## src/rtl/instr_encode.sv

```systemverilog
// Packs decoded instruction fields into 16-bit words and streams them through a
// small FIFO into consecutive instruction-memory addresses until the last address fills.
module instr_encode #(
    parameter int ADDR_W     = 8,
    parameter int FIFO_DEPTH = 4
) (
    input  logic              clk,
    input  logic              rst_n,
    input  logic              in_valid,
    output logic              in_ready,
    input  logic [3:0]        op,
    input  logic [2:0]        dst,
    input  logic [2:0]        src1,
    input  logic [2:0]        src2,
    input  logic [5:0]        offset,
    input  logic [7:0]        imm,
    input  logic              clear,
    output logic              mem_we,
    output logic [ADDR_W-1:0] mem_addr,
    output logic [15:0]       mem_wdata,
    input  logic              mem_ready,
    output logic              full,
    output logic              illegal
);

    localparam int PTR_W = $clog2(FIFO_DEPTH);
    localparam logic [PTR_W:0] PTR_ONE = {{PTR_W{1'b0}}, 1'b1};
    localparam logic [ADDR_W-1:0] ADDR_ONE = {{(ADDR_W-1){1'b0}}, 1'b1};

    typedef enum logic {ST_RUN, ST_FULL} state_t;

    state_t            r_state;
    state_t            w_state_nxt;
    logic [15:0]       r_fifo [FIFO_DEPTH];
    logic [PTR_W:0]    r_wr_ptr;
    logic [PTR_W:0]    r_rd_ptr;
    logic [ADDR_W-1:0] r_addr;
    logic              r_illegal;

    logic        w_fifo_empty;
    logic        w_fifo_full;
    logic        w_hs;
    logic        w_push;
    logic        w_pop;
    logic        w_op_illegal;
    logic        w_last_addr;
    logic [15:0] w_word;

    function automatic logic [15:0] encode(input logic [3:0] f_op, input logic [2:0] f_dst,
                                           input logic [2:0] f_src1, input logic [2:0] f_src2,
                                           input logic [5:0] f_off, input logic [7:0] f_imm);
        case (f_op)
            4'd0, 4'd1, 4'd2: return {f_op, f_dst, f_src1, f_src2, 3'b000};
            4'd3, 4'd5:       return {f_op, f_src2, f_src1, f_off};
            4'd4:             return {f_op, f_dst, f_src1, f_off};
            4'd6, 4'd7:       return {f_op, f_dst, 1'b0, f_imm};
            4'd8:             return {f_op, 4'b0000, f_imm};
            4'd15:            return 16'hF000;
            default:          return 16'h0000;
        endcase
    endfunction

    function automatic logic op_is_illegal(input logic [3:0] f_op);
        return (f_op >= 4'd9) && (f_op <= 4'd14);
    endfunction

    // Pointers carry one wrap bit so full and empty are distinguishable.
    assign w_fifo_empty = (r_wr_ptr == r_rd_ptr);
    assign w_fifo_full  = (r_wr_ptr[PTR_W] != r_rd_ptr[PTR_W]) &&
                          (r_wr_ptr[PTR_W-1:0] == r_rd_ptr[PTR_W-1:0]);
    assign w_op_illegal = op_is_illegal(op);
    assign w_word       = encode(op, dst, src1, src2, offset, imm);
    assign w_hs         = in_valid && in_ready;
    assign w_push       = w_hs && !w_op_illegal;
    assign w_pop        = mem_we && mem_ready && !clear;
    assign w_last_addr  = (r_addr == {ADDR_W{1'b1}});

    always_ff @(posedge clk or negedge rst_n) begin
        if (!rst_n) begin
            r_state <= ST_RUN;
        end else begin
            r_state <= w_state_nxt;
        end
    end

    always_comb begin
        w_state_nxt = r_state;
        if (clear) begin
            w_state_nxt = ST_RUN;
        end else if (r_state == ST_RUN && w_pop && w_last_addr) begin
            w_state_nxt = ST_FULL;
        end
    end

    always_comb begin
        in_ready = !w_fifo_full && (r_state == ST_RUN) && !clear;
        mem_we   = (r_state == ST_RUN) && !w_fifo_empty;
        full     = (r_state == ST_FULL);
    end

    always_ff @(posedge clk or negedge rst_n) begin
        if (!rst_n) begin
            for (int i = 0; i < FIFO_DEPTH; i++) begin
                r_fifo[i] <= '0;
            end
        end else if (w_push) begin
            r_fifo[r_wr_ptr[PTR_W-1:0]] <= w_word;
        end
    end

    // clear overrides both the push and the pop of the same cycle.
    always_ff @(posedge clk or negedge rst_n) begin
        if (!rst_n) begin
            r_wr_ptr  <= '0;
            r_rd_ptr  <= '0;
            r_addr    <= '0;
            r_illegal <= 1'b0;
        end else if (clear) begin
            r_wr_ptr  <= '0;
            r_rd_ptr  <= '0;
            r_addr    <= '0;
            r_illegal <= 1'b0;
        end else begin
            if (w_push) begin
                r_wr_ptr <= r_wr_ptr + PTR_ONE;
            end
            if (w_pop) begin
                r_rd_ptr <= r_rd_ptr + PTR_ONE;
                if (!w_last_addr) begin
                    r_addr <= r_addr + ADDR_ONE;
                end
            end
            if (w_hs && w_op_illegal) begin
                r_illegal <= 1'b1;
            end
        end
    end

    assign mem_wdata = r_fifo[r_rd_ptr[PTR_W-1:0]];
    assign mem_addr  = r_addr;
    assign illegal   = r_illegal;

endmodule

```

## config.mk

```make
export PLATFORM = sky130hd
export DESIGN_NAME = instr_encode
export DESIGN_NICKNAME = d
export VERILOG_FILES = /design/src/rtl/instr_encode.sv
export SDC_FILE = /design/constraint.sdc
export NUM_CORES = 1
export LEC_CHECK = 0
export BUFFER_PORTS_ARGS = -buffer_cell sky130_fd_sc_hd__buf_4
export CAP_MARGIN = 20
export CORE_MARGIN = 5
export CORE_UTILIZATION = 45
export CTS_BUF_LIST = sky130_fd_sc_hd__clkbuf_2
export DETAILED_ROUTE_END_ITERATION = 12
export PLACE_DENSITY = 0.75
export SLEW_MARGIN = 20
export SYNTH_ARGS = -nofsm -noshare
export SYNTH_HDL_FRONTEND = slang
export SYNTH_SLANG_ARGS = --single-unit
```

## constraint.sdc

```tcl
create_clock -name clk -period 3.7 [get_ports clk]
set_clock_uncertainty 0.2 [all_clocks]
set_input_delay 0 -clock clk [delete_from_list [all_inputs] [get_ports clk]]
set_output_delay 0 -clock clk [all_outputs]
set_load 0.005 [all_outputs]
```

==> impl_metrics.json <==
{
  "ys_seq_area_share_pct": 46.6,
  "p_leak_nw": 2.60,
  "vias": 2884,
  "ys_seq_elements": 80,
  "startpoint_type": "register",
  "die_h_um": 108,
  "grt_pass1_wl_um": 16000,
  "grt_max_degree": 65,
  "totalNegativeSetupSlack_ns": 0,
  "clk_latency_ns": 0.51,
  "worst_pin_slew_ns": 0.909,
  "vdd_drop_max_uv": 184,
  "cts_tree": "built",
  "wl_per_cell_um": 18.1,
  "rsz0062_at_grt": "false",
  "avgSynthCellArea_um2": 14.1,
  "final_common_cell": "dfrtp_1",
  "row_count": 35,
  "fin_crit_ns": 2.59,
  "powerDensity_nw_per_um2": 430,
  "grt_overflow": 0,
  "cts_setup_buffers": 0,
  "ys_types": 48,
  "cp_max_fo": 17,
  "synth_top_area_share_pct": 46.6,
  "io_pins": 60,
  "synth.area.mux_share_pct": 29.6,
  "slew_headroom_pct": 38.9,
  "postSynthNetCount": 343,
  "mostFrequentLayoutCells": "dfrtp_1 (80), buf_4 (62), mux2_4 (39)",
  "io_buffers": 59,
  "syn_inst": 305,
  "syn_area_um2": 4300,
  "drtIter0Drc": 93,
  "synth_fa_ha_area_share_pct": 1.75,
  "cp.arrival_ns": 2.79,
  "drive_gt1_share_pct": 41.1,
  "critical_path_required_ns": 3.90,
  "yosysWarningCount": 0,
  "initial_core_util_pct": 46.3,
  "dp_hpwl_um": 6150,
  "die_w_um": 108,
  "max_freq_mhz": 386,
  "hold_path.class": "input port to register",
  "nFillCells": 763,
  "synth_area_leaders": "dfrtp_1 (47%), mux2_4 (14%), mux2_2 (7.1%), mux4_2 (6.8%), nand4_4 (2.0%)",
  "synth_top_family_by_area": "multiplexers",
  "synth-simple-area-share_pct": 8.73,
  "outcome": "finished, final reports clean",
  "antenna_found_initial": 0,
  "place.gp.congestion": 0.778,
  "cts-htree-levels": 3,
  "syn2layout_area_growth_pct": 23.5,
  "dr.pass1.iters": 4,
  "nets": 434,
  "yosys.area.top_type": "dfrtp_1",
  "synth_compound_area_share_pct": 8.20,
  "r2r_slack_ns": 1.11,
  "synthFlopType": "dfrtp_1",
  "antenna_left": 0,
  "die_area_um2": 11600,
  "core_um2": 9280,
  "fin_crit_sh_pct": 70.0,
  "cap_violations": 0,
  "clock-sinks": 80,
  "async_flop_share_pct": 100,
  "drc": 0,
  "path_class": "register to register",
  "root_buffer": "clkbuf_2",
  "hold_violations": 0,
  "grt_usage_pct": 17.7,
  "cts_buffers": 9,
  "viasPerCell": 5.42,
  "cts.path.max_buffers": 2,
  "finalSetupViolCount": 0,
  "routed_wl_um": 9610,
  "finalMaxSlewViolations": 0,
  "synth_xor_area_share_pct": 1.77,
  "synth-edff-count": 0,
  "grt_pass1_vias": 3091,
  "end_kind": "register",
  "path_clk_slew_ns": 0.21,
  "power.total_mw": 2.28
}
## stage by stage
step,cell area [µm²],setup WS [ns],utilization (%),hold slack [ns],cells
after floorplan,4300,1.63,-,-0.496,305
after global placement,4810,1.19,51.8,0.0166,479
after detailed placement,4810,1.14,51.8,0.0288,479
after CTS,5310,1.08,57.2,0.0250,530
after global routing,5310,0.980,57.2,0.0639,530
final,5310,1.11,57.2,0.0807,532
## cells by family after synthesis
logic type,count (synthesis)
AO/OA/AOI/OAI,49
XOR/XNOR,7
adder cells (fa/ha/maj),6
buffers and inverters,25
flip-flops,80
multiplexers,83
AND/OR/NAND/NOR,55
## worst max-delay path: stages, from the launching register on
cell     delay (ns)
dfrtp_1        0.48
xor2_2         0.26
o31a_1         0.57
nand4_4        0.52
mux2_4         0.45
## final cells by class
class / count / area [µm²] / area share, %
Clock inverter: 4 / 68.8 / 1.30
Tap cell: 129 / 161 / 3.04
Multi-Input combinational cell: 200 / 2150 / 40.5
Inverter: 8 / 30.0 / 0.565
Antenna cell: 2 / 5.00 / 0.0942
Timing Repair Buffer: 97 / 833 / 15.7
Sequential cell: 80 / 2000 / 37.7
Clock buffer: 12 / 60.1 / 1.13
## synth_stat cells (4+ instances only)
library cell and n:
a21oi_1 10, nand4_4 4, mux2_2 27, nand2_1 10, and2_1 4, nand3_1 7, mux4_2 13, inv_1 8
buf_2 4, mux2_4 39, dfrtp_1 80, a22o_1 5, a31oi_1 4, o21ai_0 6, nor2_1 8, nor2b_1 7
clkbuf_1 5, ha_1 6, buf_6 5
## path summary, 6_finish.rpt
kind,start,to,cells past startpoint
min in group asynchronous,rst_n,r_fifo[25],3
worst max-delay path,r_wr_ptr[1],r_fifo[9],4
worst min-delay path,src1[1],r_fifo[39],5
worst min register to register,r_fifo[15],r_fifo[15],1
worst max register to register,r_wr_ptr[1],r_fifo[9],4
max in group asynchronous,rst_n,r_fifo[6],4
## state kept, by name, summed over array words and instances (netlist names)
name and count:
full 1, illegal 1, mem_addr 8, r_fifo 64, r_rd_ptr 3, r_wr_ptr 3
## metal layers
metal	wire length, µm	track usage [%]	up-vias	share of wire [%]
li1	-	-	1337	-
met1	4300	23.2	1475	45
met2	4790	28.5	60	50
met3	357	3.78	12	3.7
met4	160	7.30	0	1.7
met5	0	0	-	0
## report_power, final
| group | leakage (nW) | total (mW) | internal, mW | switching (mW) |
|---|---|---|---|---|
| sequential | 1.08 | 1.09 | 1.01 | 0.0827 |
| clock | 0.0836 | 0.521 | 0.230 | 0.292 |
| combinational | 1.43 | 0.670 | 0.414 | 0.256 |
| total | 2.60 | 2.28 | 1.65 | 0.630 |
## what timing repair did
item / 4_1_cts / 5_1_grt
gates resized for setup: 0 / 0
endpoints found under the hold margin: 160 / 0
hold buffers: 35 / 0
(Power assumes the default switching activity.)
